[config.mk]
export PLATFORM = sky130hd
export DESIGN_NAME = ofm_in_fsm_v2
export DESIGN_NICKNAME = d
export VERILOG_FILES = /design/src/rtl/ofm_in_fsm_v2.sv
export SDC_FILE = /design/constraint.sdc
export NUM_CORES = 1
export LEC_CHECK = 0
export ABC_AREA = 1
export BUFFER_PORTS_ARGS = -buffer_cell sky130_fd_sc_hd__buf_2
export CORE_AREA = 2 2 136 138
export CTS_CLUSTER_SIZE = 25
export DETAILED_ROUTE_END_ITERATION = 12
export DIE_AREA = 0 0 138 140
export GPL_TIMING_DRIVEN = 0
export PLACE_DENSITY = 0.9
export RECOVER_POWER = 25
export SETUP_SLACK_MARGIN = 0.05
export SYNTH_ARGS = -nofsm -noshare
export SYNTH_HDL_FRONTEND = slang
export SYNTH_SLANG_ARGS = --single-unit
[constraint.sdc]
create_clock -name mm2s_clk -period 23.5 [get_ports mm2s_clk]
set_clock_uncertainty 0.15 [all_clocks]
set_input_delay 4.7 -clock mm2s_clk [delete_from_list [all_inputs] [get_ports mm2s_clk]]
set_output_delay 4.7 -clock mm2s_clk [all_outputs]
set_load 0.05 [all_outputs]
[src/rtl/ofm_in_fsm_v2.sv]
// TX ingress FSM: takes one txc control packet, then one txd frame. Data beats go to the data FIFO.
// One checksum-offload descriptor per forwarded frame goes to the control FIFO.
module ofm_in_fsm_v2 #(
  parameter int C_DATA_WIDTH = 64,
  parameter int C_DROP_BAD   = 1,
  parameter int C_CNT_WIDTH  = 16
) (
  input  logic                                  mm2s_clk,
  input  logic                                  mm2s_reset,
  input  logic [C_DATA_WIDTH-1:0]               txd_tdata,
  input  logic [C_DATA_WIDTH/8-1:0]             txd_tkeep,
  input  logic                                  txd_tvalid,
  input  logic                                  txd_tlast,
  output logic                                  txd_tready,
  input  logic [31:0]                           txc_tdata,
  input  logic [3:0]                            txc_tkeep,
  input  logic                                  txc_tvalid,
  input  logic                                  txc_tlast,
  output logic                                  txc_tready,
  input  logic                                  ctrl_fifo_afull,
  output logic [63:0]                           ctrl_fifo_wdata,
  output logic                                  ctrl_fifo_wren,
  input  logic                                  data_fifo_afull,
  output logic [C_DATA_WIDTH+C_DATA_WIDTH/8:0]  data_fifo_wdata,
  output logic                                  data_fifo_wren,
  output logic [C_CNT_WIDTH-1:0]                drop_cnt,
  output logic [3:0]                            ofm_in_fsm_dbg
);

  localparam int K  = C_DATA_WIDTH / 8;
  localparam int PW = $clog2(K + 1);

  typedef enum logic [2:0] {
    S_IDLE = 3'd0,
    S_CTRL = 3'd1,
    S_WAIT = 3'd2,
    S_DATA = 3'd3,
    S_DROP = 3'd4
  } state_t;

  state_t                         state_q, state_d;
  logic                           ctrl_afull_q, data_afull_q;
  logic [2:0]                     wcnt_q;
  logic                           tx_ok_q;
  logic [1:0]                     cs_cntrl_q;
  logic [15:0]                    cs_begin_q, cs_insert_q, cs_init_q;
  logic [13:0]                    bcnt_q, bcnt_d;
  logic [14:0]                    bcnt_sum;
  logic [PW-1:0]                  keep_cnt;
  logic [C_CNT_WIDTH-1:0]         drop_cnt_q;
  logic [63:0]                    ctrl_wdata_q;
  logic                           ctrl_wren_q, data_wren_q;
  logic [C_DATA_WIDTH+K:0]        data_wdata_q;
  logic                           ctrl_word, data_beat, drop_last;
  logic                           unused_ok;

  assign unused_ok = ^txc_tkeep;

  always_comb begin
    state_d    = state_q;
    txc_tready = 1'b0;
    txd_tready = 1'b0;
    case (state_q)
      S_IDLE: if (txc_tvalid && !ctrl_afull_q) state_d = S_CTRL;
      S_CTRL: begin
        txc_tready = 1'b1;
        if (txc_tvalid && txc_tlast) state_d = S_WAIT;
      end
      S_WAIT: begin
        if ((C_DROP_BAD != 0) && !tx_ok_q && txd_tvalid) state_d = S_DROP;
        else if (txd_tvalid && !data_afull_q)            state_d = S_DATA;
      end
      S_DATA, S_DROP: begin
        txd_tready = 1'b1;
        if (txd_tvalid && txd_tlast) state_d = S_IDLE;
      end
      default: state_d = S_IDLE;
    endcase
  end

  always_comb begin
    keep_cnt = '0;
    for (int i = 0; i < K; i++) keep_cnt = keep_cnt + PW'(txd_tkeep[i]);
  end

  // Byte count saturates at 14 bits; the sum includes the beat being accepted so the descriptor sees it.
  assign bcnt_sum  = {1'b0, bcnt_q} + 15'(keep_cnt);
  assign bcnt_d    = bcnt_sum[14] ? 14'h3FFF : bcnt_sum[13:0];
  assign ctrl_word = (state_q == S_CTRL) && txc_tvalid;
  assign data_beat = (state_q == S_DATA) && txd_tvalid;
  assign drop_last = (state_q == S_DROP) && txd_tvalid && txd_tlast;

  always_ff @(posedge mm2s_clk or posedge mm2s_reset) begin
    if (mm2s_reset) begin
      state_q      <= S_IDLE;
      ctrl_afull_q <= 1'b0;
      data_afull_q <= 1'b0;
      wcnt_q       <= '0;
      tx_ok_q      <= 1'b0;
      cs_cntrl_q   <= '0;
      cs_begin_q   <= '0;
      cs_insert_q  <= '0;
      cs_init_q    <= '0;
      bcnt_q       <= '0;
      drop_cnt_q   <= '0;
      ctrl_wdata_q <= '0;
      ctrl_wren_q  <= 1'b0;
      data_wdata_q <= '0;
      data_wren_q  <= 1'b0;
    end else begin
      state_q      <= state_d;
      ctrl_afull_q <= ctrl_fifo_afull;
      data_afull_q <= data_fifo_afull;
      data_wren_q  <= data_beat;
      ctrl_wren_q  <= data_beat && txd_tlast;
      if (data_beat) data_wdata_q <= {txd_tlast, txd_tkeep, txd_tdata};
      if (drop_last && !(&drop_cnt_q)) drop_cnt_q <= drop_cnt_q + 1'b1;
      if (state_q == S_IDLE) begin
        wcnt_q      <= '0;
        tx_ok_q     <= 1'b0;
        cs_cntrl_q  <= '0;
        cs_begin_q  <= '0;
        cs_insert_q <= '0;
        cs_init_q   <= '0;
        bcnt_q      <= '0;
      end else begin
        if (ctrl_word) begin
          if (wcnt_q != 3'd7) wcnt_q <= wcnt_q + 3'd1;
          case (wcnt_q)
            3'd0: tx_ok_q <= (txc_tdata[31:28] == 4'b1000);
            3'd1: cs_cntrl_q <= txc_tdata[1:0];
            3'd2: begin
              cs_begin_q  <= txc_tdata[31:16];
              cs_insert_q <= txc_tdata[15:0];
            end
            3'd3: cs_init_q <= txc_tdata[15:0];
            default: ;
          endcase
        end
        if (data_beat) begin
          bcnt_q <= bcnt_d;
          if (txd_tlast) ctrl_wdata_q <= {bcnt_d, cs_cntrl_q, cs_init_q, cs_insert_q, cs_begin_q};
        end
      end
    end
  end

  assign ctrl_fifo_wdata = ctrl_wdata_q;
  assign ctrl_fifo_wren  = ctrl_wren_q;
  assign data_fifo_wdata = data_wdata_q;
  assign data_fifo_wren  = data_wren_q;
  assign drop_cnt        = drop_cnt_q;
  assign ofm_in_fsm_dbg  = {1'b0, state_q};

endmodule

* Yosys cells after proc, flatten, opt, wreduce, memory -nomap -nowiden
Cells that the tools add are included.
** Operators by class
- Bitwise operators :: 1
- Eq/ne operators :: 13
- Add/subtract/negate cells :: 10
- Multiplexer cells :: 29
- Reduce and logical (&&, ||, !) cells :: 33
** Operators by type and width (count)
- 16-bit 2-to-1 mux :: 9
- 14-bit 2-to-1 mux :: 3
- 3-bit 2-to-1 mux :: 8
- 16-bit by 1-bit adder with 16-bit output (second input constant) :: 1
- 4-bit by 1-bit adder with 4-bit output :: 4
- 16-bit AND reduction :: 1
- 14-bit by 4-bit adder with 15-bit output :: 1
- 2-bit nonzero test :: 7
- 3-bit by 2-bit == test with 1-bit output (second input constant) :: 4
- 3-bit one-hot mux with 4 select lines :: 1
- 1-bit logical AND :: 11
- 2-bit AND reduction :: 5
- 3-bit by 1-bit == test with 1-bit output (second input constant) :: 2
- 3-bit zero test :: 2
- 2-bit 2-to-1 mux :: 3
- 2-bit inequality test (second input constant) :: 3
- 3-bit inequality test (second input constant) :: 2
- 1-bit 2-to-1 mux :: 5
- 3-bit by 1-bit adder with 4-bit output :: 1
- 4-bit == test (second input constant) :: 1
- 1-bit zero test :: 4
- 4-bit AND reduction :: 1
- 2-bit by 1-bit adder with 3-bit output :: 1
- 3-bit by 1-bit adder with 3-bit output (second input constant) :: 1
- 5 further kinds :: 5
** Word-level totals
- Logic and storage cells :: 101
- Register bits :: 228
- Output and inout port bits :: 161
- Bits of input ports :: 116

* Depth between registers and ports, before layout
Gate-level depths: netlist of run 1.
- Word-level depth :: 11
- Depth in mapped cells :: 15
- Mapped depth without buffers :: 15

* Worst setup path after synthesis of run 1
Ideal clock, no wire load.
- Kind :: input to register
- From :: in txd_tkeep[0]
- To :: reg bcnt_q[0]
- Path buffers :: 1
- Arrival time :: 7.813 ns
- Setup slack :: 15.463 ns
- Library setup time :: 0.074 ns
- Stages on the path :: 13
- Required time :: 23.276 ns
- Cell sequence :: fa_1 -> inv_1 -> fa_1 -> fa_1 -> fa_1 -> fa_1 -> nand3b_1 -> nand2_1 -> nand4_4 -> buf_6 -> nand2_1 -> nand2_1 -> o21ai_2
** On the way
- Longest elaborated chain between the ends :: 11
** Ends and longest elaborated chain
- start, declared :: RTL line 11 : input logic [C_DATA_WIDTH/8-1:0] txd_tkeep,
- 1-bit by 1-bit adder with 2-bit output :: RTL line 83 : for (int i = 0; i < K; i++) keep_cnt = keep_cnt + PW'(txd_tkeep[i]);
- 2-bit by 1-bit adder with 3-bit output :: RTL line 83
- 3-bit by 1-bit adder with 4-bit output :: RTL line 83
- 4-bit by 1-bit adder with 4-bit output (4 in series) :: RTL line 83
- 14-bit by 4-bit adder with 15-bit output :: RTL line 87 : assign bcnt_sum = {1'b0, bcnt_q} + 15'(keep_cnt);
- 14-bit 2-to-1 mux :: RTL line 88 : assign bcnt_d = bcnt_sum[14] ? 14'h3FFF : bcnt_sum[13:0];
- 14-bit 2-to-1 mux :: RTL line 140 : if (data_beat) begin
- 14-bit 2-to-1 mux :: RTL line 118 : if (state_q == S_IDLE) begin
- end signal, assigned :: RTL line 141 : bcnt_q <= bcnt_d;
- end, declared :: RTL line 47 : logic [13:0] bcnt_q, bcnt_d;
No other way between the ends. The select of a mux whose other input is x is not followed.
A chain may end at the register's enable or synchronous reset.

* Final worst setup path of run 1
- From :: in txd_tkeep[0]
- To :: reg ctrl_wdata_q[55] (netlist: ctrl_fifo_wdata[55])
** On the way
- Longest elaborated chain between the ends :: 9
** Ends and longest elaborated chain
- 1-bit by 1-bit adder with 2-bit output :: RTL line 83
- 2-bit by 1-bit adder with 3-bit output :: RTL line 83
- 3-bit by 1-bit adder with 4-bit output :: RTL line 83
- 4-bit by 1-bit adder with 4-bit output (4 in series) :: RTL line 83
- 14-bit by 4-bit adder with 15-bit output :: RTL line 87
- 14-bit 2-to-1 mux :: RTL line 88
- end signal, assigned :: RTL line 142 : if (txd_tlast) ctrl_wdata_q <= {bcnt_d, cs_cntrl_q, cs_init_q, cs_insert_q, cs_begin_q};
- end, declared :: RTL line 51 : logic [63:0] ctrl_wdata_q;
No other way between the ends.

==> results by group, run 1 <==
Critical path
  – Critical setup path kind: input port to flip-flop
  – WP data arrival: a little over 8 ns
  – Slowest cell on crit path: fa_1
  – Crit end category: flip-flop
  – Startpoint class of the critical path: input port
  – CP dominant cell by count: fa_1
  – Max incr delay on CP: between 0.5 and 0.6 ns
  – CP cell instances: buf_2 -> fa_1 -> inv_1 -> fa_1 -> fa_1 -> fa_1 -> fa_1 -> nand3b_1 -> nand2_1 -> nand4_4 -> buf_6 -> nand3_2 -> nand2_1 -> nand2_1
  – Critical path buffer and inverter count: 3
  – Worst Path Required: 23.81 ns
  – CP top delay family: adder cells
  – Critical-path maximum fanout: 10

Synthesis
  – Mapped Area: ~9900 um^2
  – Sequential area share after synthesis: a little under three fifths
  – Top-area cell type share of the netlist area: about 57%
  – Most common cell in the netlist: nand2_1
  – Post-synth top cells: nand2_1 (468), dfrtp_1 (228), inv_1 (116)
  – Yosys warns: 0
  – Seq cells post-synth: between 200 and 250
  – Syn nets: approximately 1300
  – Synth Instances: 1158
  – Synthesized area per cell: 8.59 um^2
  – Synth top area cells: dfrtp_1 (57%), nand2_1 (18%), o21ai_0 (5.7%), inv_1 (4.4%), nand3_1 (2.3%)
  – Cell accounting for the most synthesized area: dfrtp_1
  – Post-synth EDFFs: 0
  – Yosys cell types: 36
  – Ys flop type: dfrtp_1
  – Post-synth ARST share: 100%

Floorplanning
  – Die Span Y: 140 um
  – FP Rows: 49
  – Die area: 19300 um^2
  – Die width: 138 um
  – Core region area: roughly 18000 um^2
  – Top-level port count: about 280
  – Initial Util: between 50 and 60%

Timing
  – Max Freq: ~130 MHz
  – Slew headroom: -213%
  – Setup Viol. Count Final: 0
  – Minimum clock period: between 7 and 8 ns
  – Final Cycle Share: 34.0%
  – Worst Slack Setup Final: between 15 and 20 ns
  – RSZ-0062 raised after global routing: no
  – Max-slew violations: ~110
  – Hold slack: around 0.32 ns
  – Worst Max-Slew Pin Slew: about 4.7 ns
  – Final TNS setup: 0 ns
  – Final Hold Viols: 0

Final layout
  – Area Growth Syn to Fin: 24.5%
  – Layout cells sized above 1: about a quarter
  – Post-route cell area: ~12000 um^2
  – Final #Nets: 1591
  – Fillers: 1290

CTS
  – H-Tree Depth: 1
  – CTS root buf: clkbuf_16
  – Total CTS buffers: 25
  – CTS resizes: 0
  – Postcts setup bufs: 0
  – CTS max path bufs: 3
  – Post-CTS Hold Fix Bufs: 0
  – CTS tree: yes
  – Clk pin slew, worst setup/hold paths: 0.06 ns
  – Clk_lat worst skew: roughly 0.53 ns
  – Clk sink count: between 200 and 250

Global routing
  – Vias in the first global route: between 9000 and 10000
  – Antenna violations before repair: 2
  – Tot GR Track Use: roughly 29%
  – First-pass GRT wire length: 45200 um
  – GR Overflow Total: 0
  – Largest net degree at the start of global routing: about 120

Routing
  – Wire per inst: 16.2 um
  – Remaining DRCs: 0
  – Vias per Instance: approximately 5.2
  – Drt pass-1 iters: 5
  – Routed via count: 8843
  – Starting DRT DRC Count: about 540
  – Final wirelength: 27600 um
  – Antenna Nets Post-Route: 0

Run status
  – Failing checks: max-capacitance violations, max-slew violations
  – Result of the run: finished, violations left

Pwr
  – Leakage power: 6.98 nW
  – Max VDD drop: around 0.11 mV
  – Power, Total: around 1.9 mW
  – Power per cell area: 151 nW/um^2

Job
  – Max_cap viols: 1

Place
  – RePlAce Congestion: ~0.94
  – Post-DP HPWL: around 19000 um
  – Dpl cell area: roughly 12000 um^2
  – Buffers added on ports: between 200 and 300
  – Pre-CTS setup slack: between 15 and 20 ns

Min path
  – Hold/Removal Path Class: flip-flop to flip-flop
state kept, by name, indices dropped and copies added, names as in the netlist:
| register | count |
|---|---|
| data_fifo_wdata | 73 |
| state_q | 3 |
| ctrl_fifo_wren | 1 |
| bcnt_q | 14 |
| ctrl_fifo_wdata | 64 |
| cs_begin_q | 16 |
| wcnt_q | 3 |
| tx_ok_q | 1 |
| cs_insert_q | 16 |
| data_afull_q | 1 |
| drop_cnt | 16 |
| cs_init_q | 16 |
| cs_cntrl_q | 2 |
| ctrl_afull_q | 1 |
| data_fifo_wren | 1 |
final timing paths:
kind                            slack [ns]                               to                             from  cells past startpoint
worst max-delay path                 15.51  ctrl_fifo_wdata[55]$_DFFE_PP0P_                     txd_tkeep[0]                     14
min in group asynchronous             5.44  data_fifo_wdata[11]$_DFFE_PP0P_                       mm2s_reset                      2
worst min register to register        0.32  data_fifo_wdata[27]$_DFFE_PP0P_  data_fifo_wdata[27]$_DFFE_PP0P_                      2
worst max register to register       19.91  ctrl_fifo_wdata[55]$_DFFE_PP0P_            bcnt_q[0]$_DFFE_PP0P_                     12
worst min-delay path                  0.32  data_fifo_wdata[27]$_DFFE_PP0P_  data_fifo_wdata[27]$_DFFE_PP0P_                      2
max in group asynchronous            15.66            bcnt_q[3]$_DFFE_PP0P_                       mm2s_reset                      2
worst reg2reg max path, stage by stage, from the launching register on:
cell,delay (ns)
dfrtp_1,0.36
inv_1,0.14
fa_1,0.45
fa_1,0.47
fa_1,0.46
fa_1,0.42
nand3b_1,0.22
nand2_1,0.27
nand4_4,0.18
buf_6,0.19
nand3_2,0.09
nand2_1,0.06
nand2_1,0.07
power breakdown:
group	internal (mW)	total (mW)	switching, mW
Sequential	0.539	0.614	0.0755
Clock	0.213	0.377	0.163
Combinational	0.195	0.877	0.683
Total	0.947	1.87	0.921
layout by cell type (no fill, tap or decap), drive strengths merged:
| cell | count |
|---|---|
| nand2 | 470 |
| buf | 299 |
| dfrtp | 228 |
| o21ai | 123 |
| inv | 122 |
| clkbuf | 55 |
| nand3 | 53 |
| nor2 | 51 |
| ha | 13 |
| nand3b | 7 |
| xnor2 | 7 |
| clkinv | 7 |
| nor3 | 7 |
| nand4 | 6 |
| a21oi | 5 |
| fa | 5 |
| clkinvlp | 5 |
| xor2 | 4 |
| a31oi | 3 |
| diode | 2 |
| or2 | 1 |
| and2 | 1 |
| a41oi | 1 |
| o31ai | 1 |
| conb | 1 |
per-layer routing:
| layer | GRT usage, % | vias to the layer above | routed length (um) |
|---|---|---|---|
| met5 | 0 | - | 0 |
| met3 | 8.10 | 67 | 2660 |
| met2 | 48.6 | 423 | 13300 |
| li1 | - | 4189 | - |
| met1 | 35.5 | 4164 | 10700 |
| met4 | 9.67 | 0 | 901 |
kinds of logic after synthesis:
family | after synthesis | synth area share [%]
and+or+nand+nor | 596 | 24.7
DFF | 228 | 57.3
buffers and inverters | 171 | 7.33
AOI/OAI and AO/OA | 133 | 6.98
adders and majority gates | 18 | 2.64
xor gates and xnor gates | 11 | 0.968
other | 1 | 0.0377
through the flow:
step | std cells | util, %
final | 1706 | 69.6
after global routing | 1704 | 69.6
after CTS | 1704 | 69.9
after detailed placement | 1659 | 65.4
after global placement | 1658 | 65.2
after floorplan | 1158 | -
cell type report:
class	instances	area [um^2]	area share (%)
inverter	122	460	3.72
timing repair buffer	272	1380	11.2
sequential	228	5710	46.1
antenna	2	5.00	0.0404
multi-input combinational	759	3500	28.2
tap	229	287	2.31
clock buffer	33	706	5.70
buffer	49	254	2.05
clock inverter	12	88.8	0.717
Power figures use the tool's default switching activity.
==> run 2, diff against run 1 <==
- CORE_AREA: 2 2 136 138 -> 2 2 149 151
- DIE_AREA: 0 0 138 140 -> 0 0 151 153
- PLACE_DENSITY: 0.9 -> 0.8
- clock period: 23.5 -> 6.45 ns (I/O delays scaled with it)
==> run 2 against run 1 <==
  * The run still ends with max-capacitance violations, max-slew violations left
  * Count of clock-buffer cells in the layout increased by 4
  * Non-clock buffer count increased by 5
  * First-iteration DRC count decreased by 27%
  * Sequential share of layout area decreased by 0.34 points
  * Power increased to 3.6 times the previous value
  * Worst setup slack got worse by 14 ns
  * Hold slack got worse by 0.0017 ns
  * Die area increased by 20%
  * Utilization decreased by 12 points
  * Sequential power increased to 3.6 times the previous value
  * Critical endpoint is now data_fifo_wdata[1]$_DFFE_PP0P_
  * Largest power group unchanged
  * Highest routed layer is now met5
==> results by group, run 2 (same netlist as run 1, synthesis figures left out) <==
Critical path
  – Setup crit end: data_fifo_wdata[1]$_DFFE_PP0P_ (was ctrl_fifo_wdata[55]$_DFFE_PP0P_)
  – WP data arrival: 4.63 ns (was 8.29 ns)
  – CP Launch Point: mm2s_reset (was txd_tkeep[0])
  – Worst Path Required: 6.49 ns (was 23.81 ns)
  – Critical setup path kind: input port to async pin (was input port to flip-flop)
  – Worst R2R Start: bcnt_q[0]$_DFFE_PP0P_ (unchanged)
  – Startpoint class of the critical path: input port (unchanged)
  – Critical-path maximum fanout: 41 (was 10)
  – Reg2reg path depth: 12 (unchanged)
  – Worst r2r dst: bcnt_q[0]$_DFFE_PP0P_ (was ctrl_fifo_wdata[55]$_DFFE_PP0P_)
  – Crit end category: async pin (was flip-flop)
  – R2R setup slack: 2.95 ns (was 19.91 ns)

Final layout
  – Storage cell area: 5710 um^2 (unchanged)
  – Area occupied by multi-input gates: 3510 um^2 (was 3500 um^2)
  – Final #Nets: 1595 (was 1591)
  – Fillers: 1894 (was 1290)
  – Layout cells sized above 1: 24.9% (was 24.7%)
  – Area Growth Syn to Fin: 25.4% (was 24.5%)
  – Most frequent cells in the layout: nand2_1 (468), buf_2 (292), dfrtp_1 (228) (was nand2_1 (469), buf_2 (289), dfrtp_1 (228))
  – Commonest non-fill, non-tap cell in the layout: nand2_1 (unchanged)
  – Max reg flops: 73 (unchanged)

CTS
  – CTS resizes: 0 (unchanged)
  – Clk sink count: 228 (unchanged)
  – Postcts setup bufs: 0 (unchanged)
  – Clk_lat worst skew: 0.51 ns (was 0.53 ns)
  – Post-CTS Hold Fix Bufs: 0 (unchanged)
  – Clk pin slew, worst setup/hold paths: 0.06 ns (about the same)
  – CTS tree: yes (unchanged)
  – H-Tree Depth: 1 (unchanged)
  – Total CTS buffers: 24 (was 25)
  – CTS root buf: clkbuf_16 (unchanged)
  – CTS max path bufs: 3 (unchanged)

Min path
  – Hold Crit Depth: 2 (unchanged)
  – Hold/Removal Path Class: flip-flop to flip-flop (unchanged)

Timing
  – Final Cycle Share: approximately 71%
  – Worst Slack Setup Final: 1.86 ns (was 15.51 ns)
  – Worst Max-Slew Pin Slew: 2.23 ns (was 4.66 ns)
  – Setup Viol. Count Final: 0 (unchanged)
  – RSZ-0062 raised after global routing: no (unchanged)
  – Final Hold Viols: 0 (unchanged)
  – Max-slew violations: 117 (was 106)
  – Slew headroom: -49.0% (was -213%)
  – Final TNS setup: 0 ns (unchanged)
  – Max Freq: approximately 220 MHz
  – Minimum clock period: ~4.6 ns

Routing
  – Drt pass-1 iters: 5 (unchanged)
  – Remaining DRCs: 0 (unchanged)
  – Routed via count: 8703 (was 8843)
  – Final wirelength: 26700 um (was 27600 um)
  – Vias per Instance: 4.95 (was 5.18)
  – Wire per inst: 15.2 um (was 16.2 um)
  – Starting DRT DRC Count: 394 (was 543)
  – Antenna Nets Post-Route: 0 (unchanged)

Global routing
  – Vias in the first global route: 8682 (was 9045)
  – Tot GR Track Use: 23.1% (was 28.6%)
  – Grt met1 use: 30.2% (was 35.5%)
  – First-pass GRT wire length: 42900 um (was 45200 um)
  – Antenna violations before repair: 3 (was 2)
  – Gr busiest metal: met2 (unchanged)
  – GR Util met3: 5.67% (was 8.10%)
  – Largest net degree at the start of global routing: 42 (was 124)
  – Met2 usage: 38.2% (was 48.6%)
  – GR Overflow Total: 0 (unchanged)

Job
  – Max_cap viols: 3 (was 1)

Place
  – RePlAce Congestion: 0.894 (was 0.938)
  – Post-DP HPWL: 19800 um (was 19300 um)
  – Buffers added on ports: 271 (unchanged)
  – Pre-CTS setup slack: 1.42 ns (was 15.00 ns)

Pwr
  – Max VDD drop: 0.384 mV (was 0.111 mV)
  – Leakage power: 7.01 nW (was 6.98 nW)
  – Power per cell area: 540 nW/um^2 (was 151 nW/um^2)

Floorplanning
  – FP Rows: 54 (was 49)
  – Die Span Y: 153 um (was 140 um)
  – Die width: 151 um (was 138 um)
  – Core region area: 21500 um^2 (was 17800 um^2)
  – Initial Util: 46.3% (was 56.0%)
  – Top-level port count: 277 (unchanged)
  – Die area: 23100 um^2 (was 19300 um^2)

Run status
  – Result of the run: finished, violations left (unchanged)
  – Failing checks: max-capacitance violations, max-slew violations (unchanged)
==> run 2: changes by cell type in the layout (fill, tap and decap cells not counted), sizes merged <==
cell      change
buf           +5
clkinv        -5
clkbuf        +4
clkinvlp      -2
diode         -1
inv           -1
==> run 2: critical path, cell delays in order <==
cell	delay (ns)
buf_2	0.10
clkinvlp_2	0.50
clkbuf_1	1.11
clkbuf_1	1.58
==> run 2: how the worst min path moves through the flow <==
stage / startpoint / endpoint / slack [ns]
final: data_fifo_wdata[65]$_DFFE_PP0P_ / data_fifo_wdata[65]$_DFFE_PP0P_ / 0.31
after global routing: data_fifo_wdata[67]$_DFFE_PP0P_ / data_fifo_wdata[67]$_DFFE_PP0P_ / 0.34
after CTS: data_fifo_wdata[14]$_DFFE_PP0P_ / data_fifo_wdata[14]$_DFFE_PP0P_ / 0.32
after detailed placement: data_fifo_wdata[9]$_DFFE_PP0P_ / data_fifo_wdata[9]$_DFFE_PP0P_ / 0.30
after global placement: data_fifo_wdata[5]$_DFFE_PP0P_ / data_fifo_wdata[5]$_DFFE_PP0P_ / 0.30
after floorplan: cs_cntrl_q[0]$_DFFE_PP0P_ / ctrl_fifo_wdata[48]$_DFFE_PP0P_ / 0.30
==> run 2: stage by stage <==
stage | hold slack [ns] | cells | power, mW | util (%) | cell area [um^2]
after detailed placement | 0.303 | 1715 | 5.41 | 54.8 | 11800
after global routing | 0.336 | 1756 | 7.15 | 58.0 | 12500
after CTS | 0.318 | 1756 | 6.79 | 58.4 | 12500
after floorplan | 0.299 | 1158 | 4.56 | - | 9950
after global placement | 0.299 | 1709 | 5.33 | 54.3 | 11700
final | 0.313 | 1757 | 6.74 | 58.1 | 12500
==> run 2: per-layer routing <==
| metal | vias up | wire length, um |
|---|---|---|
| met5 | - | 14 |
| met4 | 4 | 747 |
| met3 | 57 | 2540 |
| met2 | 350 | 12500 |
| met1 | 4096 | 10900 |
| li1 | 4196 | - |
==> run 2: layout make-up <==
| class | instances | share of cell area, % |
|---|---|---|
| clock buffers | 37 | 5.94 |
| repair buffers | 277 | 11.3 |
| flip-flops and latches | 228 | 45.7 |
| diodes | 1 | 0.0201 |
| clock inverters | 4 | 0.201 |
| inverters | 122 | 3.70 |
| well taps | 280 | 2.81 |
| plain buffers | 49 | 2.12 |
| multi-input cells | 759 | 28.2 |
==> run 2: report_power, final <==
| group | total, mW | leakage (nW) | internal, mW | switching (mW) |
|---|---|---|---|---|
| Clock | 1.34 | 0.372 | 0.785 | 0.553 |
| Combinational | 3.18 | 3.68 | 0.722 | 2.46 |
| Sequential | 2.22 | 2.96 | 1.96 | 0.261 |
